===== src/rtl/cpu_pkg.sv =====
// Shared definitions for the CPU result reporter: frame layout, FSM states and
// the byte selector used to serialise a snapshot.
package cpu_pkg;

    localparam logic [7:0] FRAME_HEADER = 8'hA5;
    localparam int         FRAME_LEN    = 9;
    localparam int         IDX_W        = 4;

    localparam logic [IDX_W-1:0] LAST_IDX = IDX_W'(FRAME_LEN - 1);

    typedef enum logic [1:0] {
        ST_COUNT  = 2'd0,
        ST_SEND   = 2'd1,
        ST_WAIT   = 2'd2,
        ST_FINISH = 2'd3
    } state_t;

    // Frame is header, PC, ACC, cycle count; every field goes out MSB first.
    function automatic logic [7:0] frame_byte(
        input logic [IDX_W-1:0] idx,
        input logic [15:0]      pc,
        input logic [15:0]      acc,
        input logic [31:0]      cycles
    );
        logic [7:0] b;
        case (idx)
            4'd0:    b = FRAME_HEADER;
            4'd1:    b = pc[15:8];
            4'd2:    b = pc[7:0];
            4'd3:    b = acc[15:8];
            4'd4:    b = acc[7:0];
            4'd5:    b = cycles[31:24];
            4'd6:    b = cycles[23:16];
            4'd7:    b = cycles[15:8];
            4'd8:    b = cycles[7:0];
            default: b = 8'h00;
        endcase
        return b;
    endfunction

endpackage


===== src/rtl/cycle_counter.sv =====
// Saturating up counter with enable; asynchronous active-low clear to RESET_VALUE.
module cycle_counter #(
    parameter int                    NB_CYCLES   = 32,
    parameter logic [NB_CYCLES-1:0]  RESET_VALUE = '0
) (
    input  logic                 i_clock,
    input  logic                 i_reset,
    input  logic                 i_enable,
    output logic [NB_CYCLES-1:0] o_count
);

    logic [NB_CYCLES-1:0] r_count;

    // Holds at all-ones so a very long run reports the maximum rather than wrapping.
    always_ff @(posedge i_clock or negedge i_reset) begin
        if (!i_reset) begin
            r_count <= RESET_VALUE;
        end else if (i_enable && (r_count != '1)) begin
            r_count <= r_count + NB_CYCLES'(1);
        end
    end

    assign o_count = r_count;

endmodule


===== src/rtl/cpu_result_reporter.sv =====
// Snapshots PC, accumulator and elapsed cycles when the CPU halts, then sends
// them to the UART transmitter as a 9-byte frame using a start/done handshake.
module cpu_result_reporter
    import cpu_pkg::*;
#(
    parameter int                   NB_ADDR         = 11,
    parameter int                   NB_DATA         = 16,
    parameter int                   NB_CYCLES       = 32,
    parameter int                   NB_BYTE         = 8,
    parameter logic [NB_CYCLES-1:0] CNT_RESET_VALUE = '0
) (
    input  logic               i_clock,
    input  logic               i_reset,
    input  logic               i_halt,
    input  logic [NB_ADDR-1:0] i_pc,
    input  logic [NB_DATA-1:0] i_acc,
    input  logic               i_tx_done,
    output logic               o_tx_start,
    output logic [NB_BYTE-1:0] o_tx_data,
    output logic               o_busy,
    output logic               o_done
);

    state_t               r_state;
    state_t               w_next_state;
    logic [IDX_W-1:0]     r_idx;
    logic [NB_ADDR-1:0]   r_pc;
    logic [NB_DATA-1:0]   r_acc;
    logic [NB_CYCLES-1:0] r_cycles;
    logic [NB_CYCLES-1:0] w_count;
    logic                 w_count_en;
    logic                 w_capture;
    logic                 w_advance;

    // The halt edge itself is not counted, and counting stops for good once captured.
    assign w_count_en = (r_state == ST_COUNT) && !i_halt;

    cycle_counter #(
        .NB_CYCLES   (NB_CYCLES),
        .RESET_VALUE (CNT_RESET_VALUE)
    ) u_cycle_counter (
        .i_clock  (i_clock),
        .i_reset  (i_reset),
        .i_enable (w_count_en),
        .o_count  (w_count)
    );

    always_comb begin
        w_next_state = r_state;
        w_capture    = 1'b0;
        w_advance    = 1'b0;
        case (r_state)
            ST_COUNT: begin
                if (i_halt) begin
                    w_capture    = 1'b1;
                    w_next_state = ST_SEND;
                end
            end
            ST_SEND: begin
                w_next_state = ST_WAIT;
            end
            ST_WAIT: begin
                if (i_tx_done) begin
                    if (r_idx == LAST_IDX) begin
                        w_next_state = ST_FINISH;
                    end else begin
                        w_advance    = 1'b1;
                        w_next_state = ST_SEND;
                    end
                end
            end
            ST_FINISH: begin
                w_next_state = ST_FINISH;
            end
            default: begin
                w_next_state = ST_COUNT;
            end
        endcase
    end

    always_ff @(posedge i_clock or negedge i_reset) begin
        if (!i_reset) begin
            r_state <= ST_COUNT;
        end else begin
            r_state <= w_next_state;
        end
    end

    // Snapshot is written once; later PC/ACC activity cannot reach the frame.
    always_ff @(posedge i_clock or negedge i_reset) begin
        if (!i_reset) begin
            r_pc     <= '0;
            r_acc    <= '0;
            r_cycles <= '0;
        end else if (w_capture) begin
            r_pc     <= i_pc;
            r_acc    <= i_acc;
            r_cycles <= w_count;
        end
    end

    always_ff @(posedge i_clock or negedge i_reset) begin
        if (!i_reset) begin
            r_idx <= '0;
        end else if (w_capture) begin
            r_idx <= '0;
        end else if (w_advance) begin
            r_idx <= r_idx + IDX_W'(1);
        end
    end

    // Data follows the byte index, so it stays stable through WAIT and after the last byte.
    always_comb begin
        o_tx_start = (r_state == ST_SEND);
        o_busy     = (r_state == ST_SEND) || (r_state == ST_WAIT);
        o_done     = (r_state == ST_FINISH);
        if (r_state == ST_COUNT) begin
            o_tx_data = '0;
        end else begin
            o_tx_data = NB_BYTE'(frame_byte(r_idx, 16'(r_pc), 16'(r_acc), 32'(r_cycles)));
        end
    end

endmodule

===== config.mk =====
export PLATFORM = sky130hd
export DESIGN_NAME = cpu_result_reporter
export DESIGN_NICKNAME = d
export VERILOG_FILES = /design/src/rtl/cpu_pkg.sv /design/src/rtl/cycle_counter.sv /design/src/rtl/cpu_result_reporter.sv
export SDC_FILE = /design/constraint.sdc
export NUM_CORES = 1
export LEC_CHECK = 0
export ABC_AREA = 1
export BUFFER_PORTS_ARGS = -buffer_cell sky130_fd_sc_hd__buf_2
export CORE_ASPECT_RATIO = 0.5
export CORE_MARGIN = 2
export CORE_UTILIZATION = 60
export CTS_CLUSTER_DIAMETER = 50
export DETAILED_ROUTE_END_ITERATION = 10
export GPL_TIMING_DRIVEN = 0
export MAX_ROUTING_LAYER = met4
export PLACE_DENSITY = 0.8
export SYNTH_ARGS = -nofsm -noshare
export SYNTH_HDL_FRONTEND = slang
export SYNTH_SLANG_ARGS = --single-unit

===== constraint.sdc =====
create_clock -name i_clock -period 2.6 [get_ports i_clock]
set_clock_uncertainty 0.1 [all_clocks]
set_input_delay 0.39 -clock i_clock [delete_from_list [all_inputs] [get_ports i_clock]]
set_output_delay 0.39 -clock i_clock [all_outputs]
set_load 0.05 [all_outputs]

======== After elaboration in Yosys (flattened, before gate mapping) ========
Index checks and enable logic that the tools add are counted.
storage, ports and cells
  RAM bits ................................ 0
  bits in latches ......................... 0
  memories kept ........................... 0
  output and inout bits ................... 11
  logic and storage cells ................. 43
  bits in registers ....................... 97
  bits of input ports ..................... 31
  ROM bits ................................ 0
cells by class
  add/subtract/negate cells ............... 2
  shifts and indexed selects .............. 0
  equal/unequal tests ..................... 14
  mux-type cells .......................... 13
  reduce and logical (&&, ||, !) cells .... 8
  multiply operators ...................... 0
  divide/modulo/power cells ............... 0
  $lt $le $gt $ge ......................... 0
  bitwise gates (word level) .............. 0
operator list
  operator                 number
  $pmux W8 S9              1
  $add A32 B1 Y32 const B  1
  $ne A32 B32 Y1 const B   1
  $eq A4 B3 Y1 const B     4
  $eq A4 B2 Y1 const B     2
  $mux W4                  2
  $mux W8                  1
  $pmux W2 S4              1
  $mux W2                  3
  $mux W1                  5
  $add A4 B1 Y4 const B    1
  $eq A2 B2 Y1 const B     2
  $eq A4 B1 Y1 const B     1
  $eq A4 B4 Y1 const B     1
  $logic_not A4 Y1         1
  $ne A2 B2 Y1 const B     2
  $eq A2 B1 Y1 const B     1
  $logic_and A1 B1 Y1      2
  $logic_not A2 Y1         1
  $reduce_and A2 Y1        1
  $reduce_bool A2 Y1       1
  $logic_not A1 Y1         1
  $logic_or A1 B1 Y1       1

======== Longest topological paths before layout ========
Gate-level depths: netlist (run 1).
  depth in word-level cells ............... 6
  depth in mapped cells ................... 10
  mapped depth without buffers ............ 10

======== By module ========
A second synthesis (run 1) with hierarchy kept.
unflattened totals
  cells, all modules ...................... 659
  area, all modules ....................... 5,412.7 µm²
by module, submodules not included
  module               times used  cells each  area each (µm²)  sequential area each (µm²)
  cpu_result_reporter  1           326         3,221.8          1,626.6
  cycle_counter        1           333         2,190.9          800.8

======== Worst setup path before layout (run 1) ========
Ideal clock, no wire load.
  kind .................................... register -> output
  start ................................... reg r_idx[1]
  end ..................................... out o_tx_data[5]
  cell stages (with the launch flop) ...... 8
  buffers on the path ..................... 0
  slack ................................... 0.079 ns
  required time ........................... 2.110 ns
  arrival time ............................ 2.031 ns
  cells stage by stage .................... dfrtp_1 -> ha_1 -> inv_1 -> nor3_1 -> nand2_1 -> nand2_1 -> nor2_1 -> a21oi_1
on the way
  word-level cells in the longest chain between the ends .. 3
  elaborated cells on any way between the ends .. 11
  those cells by class .................... eq/ne: 8; mux: 2; reduce/logical: 1
RTL lines
  item                                        RTL line                    source
  from (decl)                                 cpu_result_reporter.sv:26   logic [IDX_W-1:0] r_idx;
  from (signal assigned)                      cpu_result_reporter.sv:108  r_idx <= r_idx + IDX_W'(1);
  $eq A4 B4 Y1, or another cell as far along  cpu_pkg.sv:26               case (idx)
  $pmux W8 S9 (*)                             cpu_pkg.sv:26
  $mux W8 (*)                                 cpu_result_reporter.sv:117  if (r_state == ST_COUNT) begin
  to (decl)                                   cpu_result_reporter.sv:19   output logic [NB_BYTE-1:0] o_tx_data,
Mark *: on every way between the ends. The rest lies on a longest branch, timed or not.

======== Final worst setup path (run 1) ========
Same ends and word-level chain as after synthesis.

==> impl_metrics.yaml, run 1 <==
worst_setup_path:
  cp-startpoint: "r_idx[1]"
  critPathSlowestCell: "dfrtp_2"
  cp.depth: 9
  crit_buf_inv: 3
  worstPathArrival_ns: 2.03
  path_cells: "ha_1, inv_2, nor3_4, buf_12, nand2_1, nand2_1, nor2_1, a21oi_1, buf_4"
  crit_family: "buffers and inverters"
  critPathMaxFanout: 8
  r2r_cells: 9
  slowest_delay_ns: 0.41
  path_common_cell: "nand2_1"
  start_kind: "flip-flop"
  crit_type: "reg -> out"
  endpoint_kind: "output port"
  crit_required_ns: 2.11
  r2r_start: "r_state[1]"
cells_and_area:
  final_nets: 847
  fin_util_pct: 70.9
  nFillCells: 727
  drive_above_1_share_pct: 12.5
  syn_to_final_growth_pct: 15.6
power_and_ir_drop:
  finalPower_mw: 5.42
  p_sw_share_pct: 40.9
  switchingPower_mw: 2.22
  p_seq_share_pct: 37.0
  ir_worst_vdd_mv: 0.832
  p_comb_share_pct: 38.0
  power.internal_mw: 3.20
  p_leak_nw: 3.04
  powerDensity_nw_per_um2: 884
  p_clk_share_pct: 25.0
yosys:
  syn_avg_cell_area_um2: 7.10
  synth_fp_nets: 789
  yosysUniqueCellTypes: 31
  synthTopCellsByArea: "dfrtp_1 46%, nand2_1 27%, nor2_1 4.6%, inv_1 4.1%, o21ai_0 3.6%"
  netlist_instances: 748
  synth_seq_cells: 97
  syn_area_um2: 5310
  yosysWarnings: 0
  yosysSeqAreaShare_pct: 45.7
  synth_top_area_share_pct: 45.7
  synth_top_cell_by_area: "dfrtp_1"
cts:
  path_clk_slew_ns: 0.07
  h-tree-depth: 3
  cts_tree: "yes"
  clockBufferDepth: 2
  cts_made_buffers: 9
  clock-sinks: 97
  clkLatencyLatePin_ns: 0.35
  cts_root_buffer: "clkbuf_16"
sta:
  finalSetupViolations: 0
  setup_slack_ns: 0.0792
  fmax_ghz: 0.397
  period_share_pct: 97.0
  finalMaxSlewViolations: 0
  period_needed_ns: 2.52
  slew_headroom_pct: 62.1
  hold_violations: 0
  worst_pin_slew_ns: 0.569
  finalSetupTns_ns: 0
  whs_ns: 0.135
drt:
  wl_um: 13900
  first_pass_iters: 5
  drtIter0Drc: 526
  postRouteAntennaNets: 0
  drc_errors: 0
  wl_per_cell_um: 14.9
  via_per_inst: 5.41
  dr_total_vias: 5030
place:
  gp_congestion: 0.949
  dp.final_hpwl_um: 10200
  numPortBuffers: 41
  place_ws_ns: -0.0746
grt:
  grt_max_degree: 62
  grt_pass1_vias: 4572
  grt_use_total_pct: 31.9
  overflow: 0
  antenna_found_initial: 1
  grt_first_pass_wirelength_um: 22600
die:
  rows: 24
  initial_core_util_pct: 61.4
  core-area_um2: 8650
  die_h_um: 70.5
  num_io_pins: 42
  die_width_um: 137
  dieArea_um2: 9660
status:
  outcome: "finished, final reports clean"
hold_path:
  worstHoldStart: "i_acc[1]"
  hold_path_depth: 3
  hp-class: "in -> reg"
flow_run:
  maxCapViolCount: 0
routing by layer:
metal  share of wire [%]  GRT usage [%]
met4                 1.9           8.93
met5                   0              -
met2                  44           47.5
met1                  45           44.5
met3                 9.0           6.68
synth_stat cells:
cell,count
buf_2,2
nand2_1,380
nand2_4,1
ha_1,10
nand4_1,9
o211ai_1,1
o21ai_0,38
buf_1,2
a21oi_4,1
nand2_8,1
inv_2,1
o22ai_1,2
a21oi_1,8
xor2_1,7
nand3_1,31
xnor2_1,2
nor2_8,1
nor2_1,65
clkbuf_1,10
nor2_4,4
buf_12,2
o21a_1,3
nor2_2,2
buf_6,2
dfrtp_1,97
inv_1,58
nand3_4,1
nor3_1,4
a211oi_1,1
nand2_2,1
o31ai_1,1
power groups by stage:
stage,logic [mW],clock network [mW],registers (mW)
floorplan,1.43,0,1.97
global placement,1.83,0,2.01
detailed placement,1.88,0,2.02
CTS,1.98,1.37,2.00
global route,2.24,1.42,2.04
finish,2.06,1.36,2.01
final cells by class:
| cell class | instances | area, um2 | share of cell area (%) |
|---|---|---|---|
| Clock buffer | 10 | 239 | 3.90 |
| Multi-Input combinational cell | 574 | 2610 | 42.5 |
| Inverter | 59 | 224 | 3.65 |
| Antenna cell | 1 | 2.50 | 0.0408 |
| Clock inverter | 6 | 66.3 | 1.08 |
| Tap cell | 117 | 146 | 2.39 |
| Buffer | 18 | 118 | 1.92 |
| Timing Repair Buffer | 47 | 300 | 4.89 |
| Sequential cell | 97 | 2430 | 39.6 |
worst min-delay path, cell delays in order:
cell and delay [ns]:
buf_2 0.07, nand2_1 0.04, nand2_1 0.05
flip-flops by register name, summed over array words and instances, names as in the netlist:
signal                   count
r_state                      2
r_idx                        4
u_cycle_counter.o_count     32
r_cycles                    32
r_acc                       16
r_pc                        11
cell families (layout without fill, tap and decap cells):
logic type | Yosys count | after routing | share of synthesized area, %
buffers and inverters | 77 | 140 | 6.39
XOR/XNOR | 9 | 9 | 1.48
other | 0 | 1 | 0
flip-flops | 97 | 97 | 45.7
AO/OA/AOI/OAI | 55 | 55 | 5.73
AND/OR/NAND/NOR | 500 | 500 | 38.3
adder cells (fa/ha/maj) | 10 | 10 | 2.36
through the flow:
| stage | cells | instance area, um2 |
|---|---|---|
| 6_report | 929 | 6130 |
| 5_1_grt | 929 | 6130 |
| 4_1_cts | 924 | 6050 |
| 3_5_place_dp | 907 | 5690 |
| 3_3_place_gp | 906 | 5660 |
| 2_1_floorplan | 748 | 5310 |
what timing repair did:
action | CTS | global route
setup buffers | 0 | 4
resized for setup | 15 | 16
hold endpoints to repair | 36 | 0
setup endpoints to repair | 8 | 8
pin swaps | 0 | 5
hold buffers | 1 | 0
path summary, 6_finish.rpt:
check,to,slack (ns)
setup / recovery,o_tx_data[5],0.08
hold / removal,r_acc[1],0.14
setup reg to reg,u_cycle_counter.o_count[3],0.18
hold reg to reg,r_cycles[5],0.39
max in group asynchronous,u_cycle_counter.o_count[0],1.27
min in group asynchronous,u_cycle_counter.o_count[24],0.46
layout by cell type (no fill, tap or decap), drive strengths merged, types with 2 or more instances in the layout:
| cell type | n |
|---|---|
| ha | 10 |
| nand2 | 383 |
| o21a | 3 |
| o21ai | 38 |
| buf | 54 |
| nor2 | 72 |
| xnor2 | 2 |
| clkinv | 4 |
| o22ai | 2 |
| dfrtp | 97 |
| a21oi | 9 |
| inv | 60 |
| nor3 | 4 |
| clkbuf | 20 |
| nand4 | 9 |
| xor2 | 7 |
| nand3 | 32 |
No activity file was read; power rests on OpenSTA's default activity.
==> run 2, diff against run 1 <==
--- a/config.mk
+++ b/config.mk
@@ -6,15 +6,15 @@
 export NUM_CORES = 1
 export LEC_CHECK = 0
 export ABC_AREA = 1
-export BUFFER_PORTS_ARGS = -buffer_cell sky130_fd_sc_hd__buf_2
+export BUFFER_PORTS_ARGS = -buffer_cell sky130_fd_sc_hd__buf_4
 export CORE_ASPECT_RATIO = 0.5
 export CORE_MARGIN = 2
-export CORE_UTILIZATION = 60
+export CORE_UTILIZATION = 55
 export CTS_CLUSTER_DIAMETER = 50
 export DETAILED_ROUTE_END_ITERATION = 10
 export GPL_TIMING_DRIVEN = 0
 export MAX_ROUTING_LAYER = met4
-export PLACE_DENSITY = 0.8
+export PLACE_DENSITY = 0.74
 export SYNTH_ARGS = -nofsm -noshare
 export SYNTH_HDL_FRONTEND = slang
 export SYNTH_SLANG_ARGS = --single-unit
==> impl_metrics.yaml, run 2 (synthesis gave the netlist of run 1 again) <==
place:
  placed_area_um2: 5790
  dp.final_hpwl_um: 10000
  gp_congestion: 0.960
  numPortBuffers: 41
cts:
  cts-hold-fix-buffers: 0
  clkLatencyLatePin_ns: 0.35
  path_clk_slew_ns: 0.07
  cts_made_buffers: 9
  cts_root_buffer: "clkbuf_16"
  clockBufferDepth: 2
  cts_tree: "yes"
  h-tree-depth: 3
  clock-sinks: 97
die:
  core-area_um2: 9420
  rows: 25
  num_io_pins: 42
  die_width_um: 143
  initial_core_util_pct: 56.4
  dieArea_um2: 10500
  die_h_um: 73.5
power_and_ir_drop:
  p_leak_nw: 3.06
  ir_worst_vdd_mv: 0.374
  powerDensity_nw_per_um2: 879
  finalPower_mw: 5.45
sta:
  finalMaxSlewViolations: 0
  hold_violations: 0
  fmax_ghz: 0.392
  worst_pin_slew_ns: 1.23
  slew_headroom_pct: 18.0
  period_share_pct: 98.2
  period_needed_ns: 2.55
  finalSetupViolations: 0
hold_path:
  hp-class: "in -> reg"
grt:
  antenna_found_initial: 0
  grt_use_total_pct: 28.5
  grt_max_degree: 98
  grt_first_pass_wirelength_um: 21800
  overflow: 0
  grt_pass1_vias: 4279
drt:
  dr_total_vias: 4773
  via_per_inst: 5.07
  drc_errors: 0
  postRouteAntennaNets: 0
  drtIter0Drc: 373
  wl_um: 13800
  first_pass_iters: 6
  wl_per_cell_um: 14.6
cells_and_area:
  antenna_cells: 0
  final_common_cell: "nand2_1"
  multi_input_area_um2: 2630
  syn_to_final_growth_pct: 16.9
  seqCellArea_um2: 2430
  final_nets: 844
  finalInstanceArea_um2: 6210
  final_cell_mix: "379 x nand2_1, 96 x dfrtp_1, 61 x nor2_1"
  fin_util_pct: 65.9
  drive_above_1_share_pct: 12.3
  nFillCells: 849
worst_setup_path:
  start_kind: "flip-flop"
  cp-startpoint: "r_idx[3]"
  endpoint_kind: "output port"
  crit_required_ns: 2.11
  r2r_start: "r_state[1]"
  critPathMaxFanout: 8
  worstPathArrival_ns: 2.06
  r2r-end: "u_cycle_counter.o_count[10]"
  cp-endpoint: "o_tx_data[0]"
  r2r_setup_slack_ns: 0.19
  crit_type: "reg -> out"
  r2r_cells: 9
status:
  outcome: "finished, final reports clean"
flow_run:
  maxCapViolCount: 0
## run 2: cell count changes in the layout (fill, tap and decap cells not counted), sizes merged
cell | previous run | this run
buf | 54 | 52
clkbuf | 20 | 21
clkinv | 4 | 3
diode | 1 | 0
dlygate4sd3 | 1 | 0
inv | 60 | 59
## run 2: layout make-up
class / count / share of cell area (%)
multi-input cells: 574 / 42.3
flip-flops and latches: 97 / 39.1
repair buffers: 44 / 5.44
clock buffers: 11 / 4.07
inverters: 59 / 3.61
well taps: 135 / 2.72
plain buffers: 18 / 1.89
clock inverters: 4 / 0.846
## run 2: layer usage
layer,GRT usage [%],vias up,routed length [um]
met5,-,-,0
met4,6.82,0,180
met3,7.56,21,1050
met2,41.7,153,5870
met1,39.7,2175,6650
li1,-,2424,-
## run 2: worst max-delay path, stage by stage (launching register included)
cell and delay (ns):
dfrtp_1 0.48, inv_2 0.14, nand2_2 0.14, nor2_4 0.30, nand2_1 0.10, nand3_2 0.10, nor2_1 0.05, a21oi_1 0.16
buf_4 0.23
## run 2: through the flow
stage | setup TNS [ns] | worst slack, ns | hold slack (ns) | cells
final | 0 | 0.0474 | 0.138 | 942
after global routing | -0.0362 | -0.0201 | 0.132 | 942
after CTS | 0 | 0.00678 | 0.131 | 939
after detailed placement | 0 | 0.0466 | 0.365 | 924
after global placement | -0.0869 | -0.0510 | 0.362 | 924
after floorplan | 0 | 0.0787 | -0.00559 | 748
## run 2: report_power, final
| group | internal, mW | switching (mW) | total (mW) |
|---|---|---|---|
| Combinational | 0.668 | 1.43 | 2.09 |
| Clock | 0.795 | 0.570 | 1.36 |
| Sequential | 1.80 | 0.197 | 2.00 |
## run 2: timing repair
action                     CTS  global route
resized for setup            9            21
setup endpoints to repair    8             8
hold endpoints to repair     0             0
pin swaps                    0             5
buffers inserted             0             3
## run 2: worst min path at each step
stage / cells past startpoint / to / startpoint / slack [ns]
6_report: 3 / r_pc[9] / i_pc[9] / 0.14
5_1_grt: 3 / r_acc[6] / i_acc[6] / 0.13
4_1_cts: 3 / r_acc[15] / i_acc[15] / 0.13
3_5_place_dp: 2 / r_pc[0] / r_pc[0] / 0.37
3_3_place_gp: 2 / r_acc[2] / r_acc[2] / 0.36
2_1_floorplan: 0 / r_acc[0] / i_reset / -0.006
==> run 3, diff against run 2 <==
==> constraint.sdc (replaced) <==
create_clock -name i_clock -period 2.4 [get_ports i_clock]
set_clock_uncertainty 0.1 [all_clocks]
set_input_delay 0.36 -clock i_clock [delete_from_list [all_inputs] [get_ports i_clock]]
set_output_delay 0.36 -clock i_clock [all_outputs]
set_load 0.01 [all_outputs]
==> impl_metrics.yaml, run 3 (synthesis gave the netlist of run 1 again) <==
power_and_ir_drop:
  powerDensity_nw_per_um2: 889
  p_leak_nw: 3.12
  ir_worst_vdd_mv: 0.387
cells_and_area:
  antenna_cells: 0
  drive_above_1_share_pct: 14.8
  final_cell_mix: "377 x nand2_1, 94 x dfrtp_1, 58 x nor2_1"
  syn_to_final_growth_pct: 19.6
  final_common_cell: "nand2_1"
  nFillCells: 825
  fin_util_pct: 67.4
  final_nets: 852
  finalInstanceArea_um2: 6350
grt:
  grt_use_total_pct: 28.7
  grt_first_pass_wirelength_um: 22000
  antenna_found_initial: 0
  overflow: 0
  grt_pass1_vias: 4315
  grt_max_degree: 98
worst_setup_path:
  start_kind: "flip-flop"
  endpoint_kind: "output port"
  critPathMaxFanout: 8
  crit_required_ns: 1.94
  crit_type: "reg -> out"
  worstPathArrival_ns: 1.93
drt:
  postRouteAntennaNets: 0
  drtIter0Drc: 374
  drc_errors: 0
  first_pass_iters: 5
  via_per_inst: 5.11
  wl_um: 14100
  dr_total_vias: 4858
  wl_per_cell_um: 14.8
sta:
  worst_pin_slew_ns: 1.22
  fmax_ghz: 0.418
  finalSetupViolations: 0
  hold_violations: 0
  period_needed_ns: 2.39
  setup_slack_ns: 0.0102
  period_share_pct: 99.6
  rsz0062_at_grt: "true"
  slew_headroom_pct: 18.8
  finalMaxSlewViolations: 0
cts:
  clockBufferDepth: 2
  clock-sinks: 97
  cts_root_buffer: "clkbuf_16"
  path_clk_slew_ns: 0.07
  cts_made_buffers: 9
  cts_tree: "yes"
  clkLatencyLatePin_ns: 0.35
  h-tree-depth: 3
die:
  dieArea_um2: 10500
  initial_core_util_pct: 56.4
  die_width_um: 143
  die_h_um: 73.5
  num_io_pins: 42
  rows: 25
  core-area_um2: 9420
hold_path:
  hp-class: "in -> reg"
place:
  placed_area_um2: 5790
  dp.final_hpwl_um: 10000
  gp_congestion: 0.960
  place_ws_ns: -0.0460
  numPortBuffers: 41
status:
  outcome: "finished, final reports clean"
flow_run:
  maxCapViolCount: 0
-- run 3: cell count changes in the layout (fill, tap and decap cells not counted), moves of 3 or more --
| cell | delta |
|---|---|
| inv_4 | +3 |
| buf_4 | +7 |
| a21oi_2 | +3 |
| a21oi_1 | -3 |
| nor2_1 | -3 |
-- run 3: repair_timing --
action / CTS / global route
setup buffers: 4 / 7
resized for setup: 14 / 36
pin swaps: 3 / 22
hold buffers: 0 / 0
setup endpoints to repair: 8 / 37
-- run 3: report_power, final --
group | switching [mW] | internal [mW] | total, mW
Combinational | 1.19 | 0.793 | 1.98
Sequential | 0.226 | 1.95 | 2.18
Clock | 0.624 | 0.861 | 1.49
Total | 2.04 | 3.60 | 5.64
-- run 3: worst max-delay path, stage by stage, from the launching register on --
cell and delay (ns):
dfrtp_2 0.49, inv_2 0.14, nand2_2 0.13, nor2_4 0.27, nand2_1 0.11, nand3_2 0.11
nor2_2 0.05, a21oi_2 0.14, buf_4 0.14
-- run 3: path summary, 6_finish.rpt --
path	start	end	slack [ns]	cells after the start
setup reg to reg	r_state[0]	r_idx[2]	0.21	7
min in group asynchronous	i_reset	u_cycle_counter.o_count[24]	0.16	1
hold reg to reg	r_pc[2]	r_pc[2]	0.38	2
hold / removal	i_acc[10]	r_acc[10]	0.10	3
setup / recovery	r_idx[3]	o_tx_data[0]	0.01	8
max in group asynchronous	i_reset	r_idx[0]	1.19	1
-- run 3: routing by layer --
metal | up-vias | global-route usage, % | share of wire, %
li1 | 2442 | - | -
met1 | 2241 | 40.1 | 48
met5 | - | - | 0
met2 | 156 | 42.7 | 43
met4 | 0 | 6.71 | 1.4
met3 | 19 | 7.11 | 7.4
-- run 3: final cells by class --
type / instances / area, um2 / area share (%)
tap: 135 / 169 / 2.66
multi-input combinational: 574 / 2690 / 42.3
sequential: 97 / 2430 / 38.3
buffer: 18 / 118 / 1.85
inverter: 59 / 231 / 3.65
clock buffer: 11 / 253 / 3.98
timing repair buffer: 52 / 410 / 6.46
clock inverter: 4 / 52.6 / 0.828
-- run 3: stage by stage --
stage	total power, mW	setup TNS (ns)	hold WS [ns]	instances
after global placement	3.85	-0.483	0.362	924
after floorplan	3.26	0	-0.0356	748
final	5.64	0	0.105	950
after CTS	5.44	-0.0223	0.101	943
after global routing	5.99	-0.153	0.102	950
after detailed placement	3.88	-0.0749	0.365	924
